==> src/rtl/serdes_stream_cipher_if.sv <==
// ---------------------------------------------------------------------------
// serdes_stream_cipher_if
//  Handshake and data bundle for the serial stream cipher.
//  master : the side that feeds operands and keys (pad wrapper / testbench)
//  slave  : the cipher core
//  Signals:
//    start, in_valid, a_bit, b_bit, key_load, key  -> master to slave
//    cipher_out, cipher_vld, busy, done            -> slave to master
//  Parameter KEY_W sets the width of the key bus.
// ---------------------------------------------------------------------------
interface serdes_stream_cipher_if #(
   parameter int KEY_W = 128
);
   logic             start;
   logic             in_valid;
   logic             a_bit;
   logic             b_bit;
   logic             key_load;
   logic [KEY_W-1:0] key;
   logic             cipher_out;
   logic             cipher_vld;
   logic             busy;
   logic             done;

   modport master (
      output start, in_valid, a_bit, b_bit, key_load, key,
      input  cipher_out, cipher_vld, busy, done
   );

   modport slave (
      input  start, in_valid, a_bit, b_bit, key_load, key,
      output cipher_out, cipher_vld, busy, done
   );
endinterface

==> src/rtl/serdes_stream_cipher.sv <==
// ---------------------------------------------------------------------------
// serdes_stream_cipher
//  Deserialises two DATA_W-bit operands A and B (MSB first, qualified by
//  in_valid), encrypts A ^ B ^ K where K is a DATA_W-bit slice of a loadable
//  key register used round-robin, then serialises the result MSB first with
//  cipher_vld and a one-cycle done pulse on the final output bit.
//  Ports:
//    clk  - rising-edge clock
//    rst  - synchronous active-high reset
//    bus  - serdes_stream_cipher_if.slave (start/in_valid/a_bit/b_bit/
//           key_load/key in; cipher_out/cipher_vld/busy/done out)
//  Optional feature macro: SERDES_PARITY_EN
//    When defined, an even-parity bit of the encrypted word follows the data
//    bits and done moves onto that parity bit.
// ---------------------------------------------------------------------------
module serdes_stream_cipher #(
   parameter int DATA_W = 8,
   parameter int KEY_W  = 128
) (
   input  logic                  clk,
   input  logic                  rst,
   serdes_stream_cipher_if.slave bus
);
   localparam int NSLICE = KEY_W / DATA_W;
   // Keep the slice index at least one bit wide so NSLICE=1 still elaborates.
   localparam int SIDX_W = (NSLICE > 1) ? $clog2(NSLICE) : 1;
   localparam int CNT_W  = $clog2(DATA_W + 1);
   localparam logic [CNT_W-1:0]  LAST_BIT   = CNT_W'(DATA_W - 1);
   localparam logic [SIDX_W-1:0] LAST_SLICE = SIDX_W'(NSLICE - 1);

   typedef enum logic [2:0] {
      S_IDLE,
      S_SHIFT,
      S_ENCRYPT,
`ifdef SERDES_PARITY_EN
      S_OUTPUT,
      S_PARITY
`else
      S_OUTPUT
`endif
   } state_e;

   state_e              state_q, state_d;
   logic [DATA_W-1:0]   a_q, a_d;
   logic [DATA_W-1:0]   b_q, b_d;
   logic [CNT_W-1:0]    bit_cnt_q, bit_cnt_d;
   logic [DATA_W-1:0]   enc_q, enc_d;
   logic [KEY_W-1:0]    key_reg_q, key_reg_d;
   logic [SIDX_W-1:0]   slice_idx_q, slice_idx_d;
   logic                cipher_out_q, cipher_out_d;
   logic                cipher_vld_q, cipher_vld_d;
   logic                done_q, done_d;
`ifdef SERDES_PARITY_EN
   logic                parity_q, parity_d;
`endif

   logic [DATA_W-1:0]   key_slice;
   logic [DATA_W-1:0]   word;

   assign key_slice = key_reg_q[slice_idx_q * DATA_W +: DATA_W];
   assign word      = a_q ^ b_q ^ key_slice;

   always_comb begin
      // NOTE: every variable gets a default before the case so no path leaves
      // one unassigned; an unassigned path in always_comb infers a latch.
      state_d      = state_q;
      a_d          = a_q;
      b_d          = b_q;
      bit_cnt_d    = bit_cnt_q;
      enc_d        = enc_q;
      key_reg_d    = key_reg_q;
      slice_idx_d  = slice_idx_q;
      cipher_out_d = 1'b0;
      cipher_vld_d = 1'b0;
      done_d       = 1'b0;
`ifdef SERDES_PARITY_EN
      parity_d     = parity_q;
`endif

      case (state_q)
         S_IDLE: begin
            // key_load and start may act together; the new word then sees
            // the new key at slice 0.
            if (bus.key_load) begin
               key_reg_d   = bus.key;
               slice_idx_d = '0;
            end
            if (bus.start) begin
               a_d       = '0;
               b_d       = '0;
               bit_cnt_d = '0;
               state_d   = S_SHIFT;
            end
         end

         S_SHIFT: begin
            if (bus.in_valid) begin
               a_d       = {a_q[DATA_W-2:0], bus.a_bit};
               b_d       = {b_q[DATA_W-2:0], bus.b_bit};
               bit_cnt_d = bit_cnt_q + CNT_W'(1);
               if (bit_cnt_q == LAST_BIT) begin
                  state_d = S_ENCRYPT;
               end
            end
         end

         S_ENCRYPT: begin
            enc_d       = word;
`ifdef SERDES_PARITY_EN
            parity_d    = ^word;
`endif
            slice_idx_d = (slice_idx_q == LAST_SLICE) ? '0 : slice_idx_q + SIDX_W'(1);
            bit_cnt_d   = '0;
            state_d     = S_OUTPUT;
         end

         S_OUTPUT: begin
            cipher_out_d = enc_q[DATA_W-1];
            cipher_vld_d = 1'b1;
            enc_d        = {enc_q[DATA_W-2:0], 1'b0};
            bit_cnt_d    = bit_cnt_q + CNT_W'(1);
            if (bit_cnt_q == LAST_BIT) begin
`ifdef SERDES_PARITY_EN
               state_d = S_PARITY;
`else
               done_d  = 1'b1;
               state_d = S_IDLE;
`endif
            end
         end

`ifdef SERDES_PARITY_EN
         S_PARITY: begin
            cipher_out_d = parity_q;
            cipher_vld_d = 1'b1;
            done_d       = 1'b1;
            state_d      = S_IDLE;
         end
`endif

         default: state_d = S_IDLE;
      endcase
   end

   // NOTE: state registers use non-blocking assignments so every flop samples
   // the pre-edge values of its peers, independent of statement order.
   always_ff @(posedge clk) begin
      if (rst) begin
         state_q      <= S_IDLE;
         a_q          <= '0;
         b_q          <= '0;
         bit_cnt_q    <= '0;
         enc_q        <= '0;
         key_reg_q    <= '0;
         slice_idx_q  <= '0;
         cipher_out_q <= 1'b0;
         cipher_vld_q <= 1'b0;
         done_q       <= 1'b0;
`ifdef SERDES_PARITY_EN
         parity_q     <= 1'b0;
`endif
      end else begin
         state_q      <= state_d;
         a_q          <= a_d;
         b_q          <= b_d;
         bit_cnt_q    <= bit_cnt_d;
         enc_q        <= enc_d;
         key_reg_q    <= key_reg_d;
         slice_idx_q  <= slice_idx_d;
         cipher_out_q <= cipher_out_d;
         cipher_vld_q <= cipher_vld_d;
         done_q       <= done_d;
`ifdef SERDES_PARITY_EN
         parity_q     <= parity_d;
`endif
      end
   end

   assign bus.cipher_out = cipher_out_q;
   assign bus.cipher_vld = cipher_vld_q;
   assign bus.done       = done_q;
   assign bus.busy       = (state_q != S_IDLE);

endmodule

==> src/flat_wrapper.sv <==
// flat-port wrapper written by rule: the top's interface ports become plain ports
module serdes_stream_cipher_flat 
#(
   parameter int DATA_W = 8,
   parameter int KEY_W  = 128
)
  (clk, rst, bus_start, bus_in_valid, bus_a_bit, bus_b_bit, bus_key_load, bus_key, bus_cipher_out, bus_cipher_vld, bus_busy, bus_done);
  serdes_stream_cipher_if #(.KEY_W(KEY_W)) bus_i ();
  input  logic clk;
  input  logic rst;
  input wire logic [$bits(bus_i.start)-1:0] bus_start;
  input wire logic [$bits(bus_i.in_valid)-1:0] bus_in_valid;
  input wire logic [$bits(bus_i.a_bit)-1:0] bus_a_bit;
  input wire logic [$bits(bus_i.b_bit)-1:0] bus_b_bit;
  input wire logic [$bits(bus_i.key_load)-1:0] bus_key_load;
  input wire logic [$bits(bus_i.key)-1:0] bus_key;
  output wire logic [$bits(bus_i.cipher_out)-1:0] bus_cipher_out;
  output wire logic [$bits(bus_i.cipher_vld)-1:0] bus_cipher_vld;
  output wire logic [$bits(bus_i.busy)-1:0] bus_busy;
  output wire logic [$bits(bus_i.done)-1:0] bus_done;
  assign bus_i.start = bus_start;
  assign bus_i.in_valid = bus_in_valid;
  assign bus_i.a_bit = bus_a_bit;
  assign bus_i.b_bit = bus_b_bit;
  assign bus_i.key_load = bus_key_load;
  assign bus_i.key = bus_key;
  assign bus_cipher_out = bus_i.cipher_out;
  assign bus_cipher_vld = bus_i.cipher_vld;
  assign bus_busy = bus_i.busy;
  assign bus_done = bus_i.done;
  serdes_stream_cipher #(.DATA_W(DATA_W), .KEY_W(KEY_W)) u_core (.clk(clk), .rst(rst), .bus(bus_i));
endmodule
==> config.mk <==
export PLATFORM = sky130hd
export DESIGN_NAME = serdes_stream_cipher_flat
export DESIGN_NICKNAME = d
export VERILOG_FILES = /design/src/rtl/serdes_stream_cipher_if.sv /design/src/rtl/serdes_stream_cipher.sv /design/src/flat_wrapper.sv
export SDC_FILE = /design/constraint.sdc
export NUM_CORES = 1
export LEC_CHECK = 0
export ABC_AREA = 1
export ABC_CLOCK_PERIOD_IN_PS = 4510
export CAP_MARGIN = 10
export CORE_ASPECT_RATIO = 2
export CORE_MARGIN = 2
export CORE_UTILIZATION = 57
export DETAILED_ROUTE_END_ITERATION = 16
export MAX_ROUTING_LAYER = met4
export PLACE_DENSITY = 0.83
export SLEW_MARGIN = 30
export SYNTH_ARGS = -nofsm -noshare
export SYNTH_HDL_FRONTEND = slang
export SYNTH_SLANG_ARGS = --single-unit
export TNS_END_PERCENT = 100
==> constraint.sdc <==
create_clock -name clk -period 4.51 [get_ports clk]
set_input_delay 0.902 -clock clk [delete_from_list [all_inputs] [get_ports clk]]
set_output_delay 0.902 -clock clk [all_outputs]
set_load 0.005 [all_outputs]
## Word-level counts from Yosys, hierarchy flattened

Index checks and enable logic that the tools add are counted.

- Register bits after elaboration: 166
- Bits of input ports: 135
- Output and inout bits: 4
- Logic and storage cells: 57

- Mux-type cells: 19
- Bitwise gates (word level): 3
- Reductions and logical operators: 12
- Shift-type cells: 1
- Equal/unequal tests: 10
- Add/sub/neg operators: 2

Operator list:

| operator | number |
|---|---|
| 128-bit by 8-bit variable part select with 8-bit output | 1 |
| 8-bit case mux with 2 select lines | 3 |
| 8-bit 2-to-1 mux | 3 |
| 4-bit 2-to-1 mux | 4 |
| 4-bit case mux with 4 select lines | 1 |
| 8-bit bitwise XOR | 2 |
| 3-bit 2-to-1 mux | 4 |
| 3-bit case mux with 4 select lines | 1 |
| 4-bit by 1-bit adder with 4-bit output, second input constant | 2 |
| 4-bit case mux with 2 select lines | 1 |
| 3-bit by 2-bit equality test with 1-bit output, second input constant | 2 |
| 2-bit != test, second input constant | 3 |
| 3-bit AND reduction | 2 |
| 2-bit nonzero test | 3 |
| 4-bit by 3-bit equality test with 1-bit output, second input constant | 1 |
| 4-bit equality test, second input constant | 1 |
| 2-bit by 1-bit != test with 1-bit output, second input constant | 2 |
| 2-bit AND reduction | 2 |
| 4-bit AND reduction | 1 |
| 4-bit nonzero test | 1 |
| 3-bit by 1-bit equality test with 1-bit output, second input constant | 1 |
| 3-bit logical NOT | 1 |
| 3-bit nonzero test | 1 |
| 1-bit 2-to-1 mux | 2 |
| other kinds (2) | 2 |

## Depth between registers and ports, before layout

- Depth after elaboration: 4
- Gate-level depth with buffers: 11

## Worst setup path before layout

No wires, ideal clock.

- Kind: input to register
- Start point: input bus_key_load
- End point: register u_core.key_reg_q[38]
- Required time: 4.382 ns
- Library setup time: 0.128 ns
- Path buffers: 2
- Cell stages on the path: 4
- Setup slack: 2.679 ns
- Arrival: 1.702 ns
- Cells stage by stage: nand2_1 clkbuf_1 buf_1 a21oi_1

- Word-level cells in the longest chain between the ends: 1

Ends and longest elaborated chain:

| item | RTL line | source |
|---|---|---|
| start, declared | flat_wrapper.sv:15 | `input wire logic [$bits(bus_i.key_load)-1:0] bus_key_load;` |
| 2-bit AND reduction (no line) | -- |  |
| end signal, assigned | serdes_stream_cipher.sv:168 | `key_reg_q <= key_reg_d;` |
| end, declared | serdes_stream_cipher.sv:48 | `logic [KEY_W-1:0] key_reg_q, key_reg_d;` |

Every way passes these cells.
A chain may end at the register's enable or synchronous reset.

## Final worst setup path

- Start point: register u_core.state_q[0]
- End point: output bus_busy

- Word-level cells in the longest chain between the ends: 1

Ends and longest elaborated chain:

| item | RTL line | source |
|---|---|---|
| start, declared | serdes_stream_cipher.sv:43 | `state_e state_q, state_d;` |
| start signal, assigned | serdes_stream_cipher.sv:163 | `state_q <= state_d;` |
| 3-bit nonzero test | serdes_stream_cipher.sv:182 | `assign bus.busy = (state_q != S_IDLE);` |
| end, declared | flat_wrapper.sv:19 | `output wire logic [$bits(bus_i.busy)-1:0] bus_busy;` |

Every way passes these cells.

==> flow_summary.yaml <==
run_status:
  status: "finished clean"
finish:
  area_growth_pct: 25.6
  mostFrequentLayoutCell: "inv_1"
  instances_no_fill: 1323
  final_layout_size_suffix_gt1_share_pct: 5.21
  final_cell_mix: "inv_1 (175), dfxtp_1 (164), nand2_1 (143)"
  nets: 1299
timing:
  fmaxAchievable_mhz: 363
  setup_violations: 0
  period_minus_slack_ns: 2.75
  slew_viol_final: 0
  period_share_pct: 61.1
  skew_ns: 0.0104
  rsz0062_at_grt: "no"
  relSlewSlack_pct: 39.5
  tightest_slew_ns: 0.906
  hold_viol: 0
  tns_ns: 0
floorplan:
  die_h_um: 167
  initial_core_util_pct: 58.2
  rows: 59
  chipWidth_um: 85.4
  fp.dieArea_um2: 14300
  io_pins: 139
  core_um2: 13000
critical_path:
  max_stage_delay_ns: 0.52
  criticalPathCategory: "register to output port"
  critical_path.top_delay_family: "buffers and inverters"
  crit_fanout: 5
  cp_cell_sequence: "inv_1 -> ha_1 -> inv_2 -> clkdlybuf4s50_1"
  startpoint_type: "register"
  end_kind: "output port"
  crit_required_ns: 3.61
  cp_slowest_cell: "clkdlybuf4s50_1"
  critPathArrivalTime_ns: 1.85
  path_buf_inv: 3
routing:
  route.detailed.drc: 0
  wire_per_inst_um: 15.8
  wl_um: 20900
  postRouteAntennaNets: 0
  drt_iter0_drc: 482
  vias: 7230
  post_drt_via_cell_ratio: 5.46
  drtPass1Iterations: 5
pwr:
  cellLeakagePower_nw: 3.88
  swShare_pct: 35.4
  worst_ir_drop_vdd_v: 0.000726
  comb_power_share_pct: 33.0
  clkPwrFrac_pct: 29.1
  pwr-share-seq_pct: 37.9
  p_int_mw: 3.29
  power_density_nw_per_um2: 536
  p_switching_mw: 1.80
placed_design:
  place_hpwl_um: 14200
  gp_congestion: 0.858
  port_buffers: 138
  place_inst: 1291
grt:
  grt_pass1_wl_um: 32900
  antenna_found_initial: 1
  grt_max_degree: 106
  grt_use_total_pct: 29.9
  grt_pass1_vias: 7162
  gr-total-overflow: 0
clocking:
  clockRootBuffer: "clkbuf_16"
  h-tree-depth: 4
  hold_buffers: 0
  cts_tree: "built"
  cts_resized: 0
  clkSinkCount: 165
  clkLatencyLatePin_ns: 0.42
  post_cts_buffers: 0
  numCtsBuffers: 17
  clock_path_buffers: 2
  path_clk_slew_ns: 0.07
synthesis:
  synth-seq-area-share_pct: 43.7
  synth_edf_count: 0
  async_reset_ff_share_pct: 0
  synth_warnings: 0
  yosysUniqueCellTypes: 34
  netlist_instances: 1064
  synth_fp_nets: 1205
  ys_ff_latch: 165
  synthesis.area_um2: 7560
  synth.avg_cell_area_um2: 7.10
  ys.flop_type: "dfxtp_1"
min_path:
  hold_path.class: "register to register"
run:
  cap_viol_max_count: 0
-- final timing paths --
path,startpoint,end,slack [ns],cells past startpoint
max,u_core.state_q[0],bus_busy,1.76,4
min,u_core.key_reg_q[76],u_core.key_reg_q[76],0.45,2
max reg2reg,u_core.state_q[0],u_core.slice_idx_q[3],2.17,7
min reg2reg,u_core.key_reg_q[76],u_core.key_reg_q[76],0.45,2
-- layout make-up --
type / instances / area [µm²]
clock buffer: 18 / 429
clock inverter: 13 / 175
timing repair buffer: 147 / 1490
tap: 152 / 190
multi-input combinational: 647 / 3220
fill: 1040 / 3500
antenna: 1 / 2.50
sequential: 165 / 3300
inverter: 180 / 678
-- through the flow --
step / worst slack (ns) / util [%] / hold slack, ns / instance area, µm² / total power [mW]
finish: 1.76 / 73.0 / 0.450 / 9490 / 5.09
global route: 1.68 / 73.0 / 0.471 / 9490 / 5.41
CTS: 1.73 / 73.0 / 0.453 / 9490 / 5.09
detailed placement: 1.59 / 68.4 / 0.443 / 8880 / 3.60
global placement: 1.66 / 68.4 / 0.437 / 8880 / 3.55
floorplan: 2.68 / - / 0.429 / 7560 / 3.19
-- worst reg2reg max path, delay by kind of cell (launching register included) --
family                   cells  cell delay, ns
AO/OA/AOI/OAI                2            0.56
buffers and inverters        2            0.26
AND/OR/NAND/NOR              2            0.76
adder cells (fa/ha/maj)      1            0.26
flip-flops                   1            0.42
-- synthesized netlist by cell type, types with 2 or more instances --
cell type	number	share of area [%]
or2_4	2	0.23
or2_2	5	0.41
o21ai_0	134	8.9
inv_2	3	0.15
buf_2	11	0.73
buf_4	11	1.1
a21oi_1	139	9.2
a31oi_1	2	0.17
a211oi_1	2	0.20
nand3_1	133	8.8
nor2_2	2	0.17
xor2_1	10	1.2
inv_1	176	8.7
or2_0	3	0.25
ha_1	6	0.99
buf_6	5	0.74
nor3_1	3	0.20
a22oi_1	7	0.70
clkbuf_1	41	2.0
nor2_1	32	1.6
dfxtp_1	165	44
nand2_1	144	7.2
buf_1	4	0.20
o22ai_1	14	1.2
-- metal layers --
metal / vias up / track usage (%) / share of wire [%]
li1: 3627 / - / -
met1: 3267 / 30.1 / 36
met2: 270 / 53.0 / 53
met3: 66 / 4.76 / 5.1
met4: 0 / 17.6 / 5.7
met5: - / - / 0
-- power groups by stage --
stage | clock, mW | sequential (mW) | combinational, mW
final | 1.48 | 1.93 | 1.68
after global routing | 1.55 | 1.96 | 1.90
after floorplan | 0 | 1.92 | 1.27
after CTS | 1.49 | 1.92 | 1.67
after global placement | 0 | 1.94 | 1.61
after detailed placement | 0 | 1.95 | 1.65
-- flip-flops by register name, summed over array words and instances (netlist names) --
name                   flops
u_core.enc_q               8
u_core.key_reg_q         128
u_core.b_q                 8
u_core.a_q                 8
u_core.state_q             2
u_core.slice_idx_q         4
u_core.bus.done            1
u_core.bus.cipher_out      1
u_core.bus.cipher_vld      1
u_core.bit_cnt_q           4
-- logic make-up (layout without fill, tap and decap cells) --
group / count (synthesis) / in the layout / synth area share (%)
and+or+nand+nor: 329 / 329 / 19.5
xor gates and xnor gates: 10 / 10 / 1.16
other: 0 / 1 / 0
DFF: 165 / 165 / 43.7
adders and majority gates: 6 / 6 / 0.993
buffers and inverters: 252 / 358 / 13.7
AOI/OAI and AO/OA: 302 / 302 / 20.9
No activity file was read; power rests on OpenSTA's default activity.
==> RTL edit, RTL diff (same flow settings) <==
Re-encode `state_e` (4 states) as one-hot, 4 bits wide.
--- a/src/rtl/serdes_stream_cipher.sv
+++ b/src/rtl/serdes_stream_cipher.sv
@@ -29,13 +29,13 @@
    localparam logic [SIDX_W-1:0] LAST_SLICE = SIDX_W'(NSLICE - 1);
 
-   typedef enum logic [2:0] {
-      S_IDLE,
-      S_SHIFT,
-      S_ENCRYPT,
+   typedef enum logic [3:0] {
+      S_IDLE    = 4'b0001,
+      S_SHIFT   = 4'b0010,
+      S_ENCRYPT = 4'b0100,
 `ifdef SERDES_PARITY_EN
       S_OUTPUT,
       S_PARITY
 `else
-      S_OUTPUT
+      S_OUTPUT  = 4'b1000
 `endif
    } state_e;
Behaviour: same outputs for any inputs over 10 cycles, from zero or initial values and one cycle with rst high; not proved beyond that.
==> RTL edit against the original RTL <==
  * Routed wire length shrank 4.1%
  * Final cell count grew 0.83%
  * Fmax grew 3.4%
  * Sequential cell count grew 2
  * Setup slack gained 0.091 ns
  * Non-clock buffer count is the same
  * Synthesized area shrank 1.2%
  * Final area shrank 0.69%
  * Total power shrank 8.4%
==> RTL edit: results <==
{
  "finalWirelength_mm": 20.0,
  "grtUsageMet3_pct": 3.68,
  "syn_inst": 1077,
  "dr.max_layer_used": "met4",
  "status": "finished clean",
  "critPathMaxStageDelay_ns": 0.45,
  "gp_congestion": 0.894,
  "hpwl_mm": 13.5,
  "synth-xor-area-share_pct": 1.06,
  "globalRouteMet1Util_pct": 30.7,
  "post-place-ws_ns": 1.57,
  "irDropWorstVdd_mv": 0.351,
  "grt_pass1_wl_mm": 31.6,
  "crit_fanout": 6,
  "wl_per_cell_um": 15.0,
  "skew_ns": 0.00674,
  "p_clk_share_pct": 31.1,
  "p_sw_share_pct": 32.3,
  "drive_above_1_share_pct": 4.40,
  "placed_cells": 1302,
  "wl_met3_um": 838,
  "use_met2_pct": 52.2,
  "grt.total_usage_pct": 28.9,
  "nets": 1306,
  "switchingPower_uw": 1510,
  "synth_area_leaders": "dfxtp_1 45%, a21oi_1 11%, nand2_1 9.9%, nand3_1 9.1%, inv_1 8.4%",
  "max_slew_margin_pct": 40.8,
  "synth_cell_type_count": 29,
  "grt_max_degree": 132,
  "wl_met1_mm": 7.41,
  "fillers": 1046,
  "synth_compound_area_share_pct": 20.4,
  "grt_pass1_vias": 6839,
  "synth_common_cells": "196 x nand2_1, 167 x dfxtp_1, 167 x inv_1, 160 x a21oi_1, 136 x nand3_1",
  "hold_class": "reg -> reg",
  "htree_levels": 4,
  "synth_top_area_share_pct": 44.8,
  "seq_area_frac_synth_pct": 44.8,
  "dpl-instance-area_um2": 8830,
  "syn_nets": 1214
}
[RTL edit: changes by cell type after synthesis, sizes merged, moves of 4 or more]
cell and delta:
inv -10, clkbuf +10, nor2 -29, buf -8, ha -4, nand2 +51
a22oi -7, o22ai -8, a21oi +20, nor3 +5, or2 -8
[RTL edit: worst paths after layout]
kind	startpoint	endpoint	slack (ns)	depth (start not counted)
worst max-delay path	u_core.state_q[3]	bus_busy	1.85	5
worst min-delay path	u_core.key_reg_q[100]	u_core.key_reg_q[100]	0.45	2
worst max register to register	u_core.slice_idx_q[2]	u_core.enc_q[0]	1.87	7
worst min register to register	u_core.key_reg_q[100]	u_core.key_reg_q[100]	0.45	2
[RTL edit: area by class of cell]
type	count	area (um2)	share of cell area, %
Antenna cell	1	2.50	0.0265
Timing Repair Buffer	147	1470	15.6
Sequential cell	167	3340	35.5
Clock inverter	10	121	1.29
Clock buffer	21	470	4.99
Inverter	172	646	6.85
Tap cell	152	190	2.02
Multi-Input combinational cell	664	3180	33.7
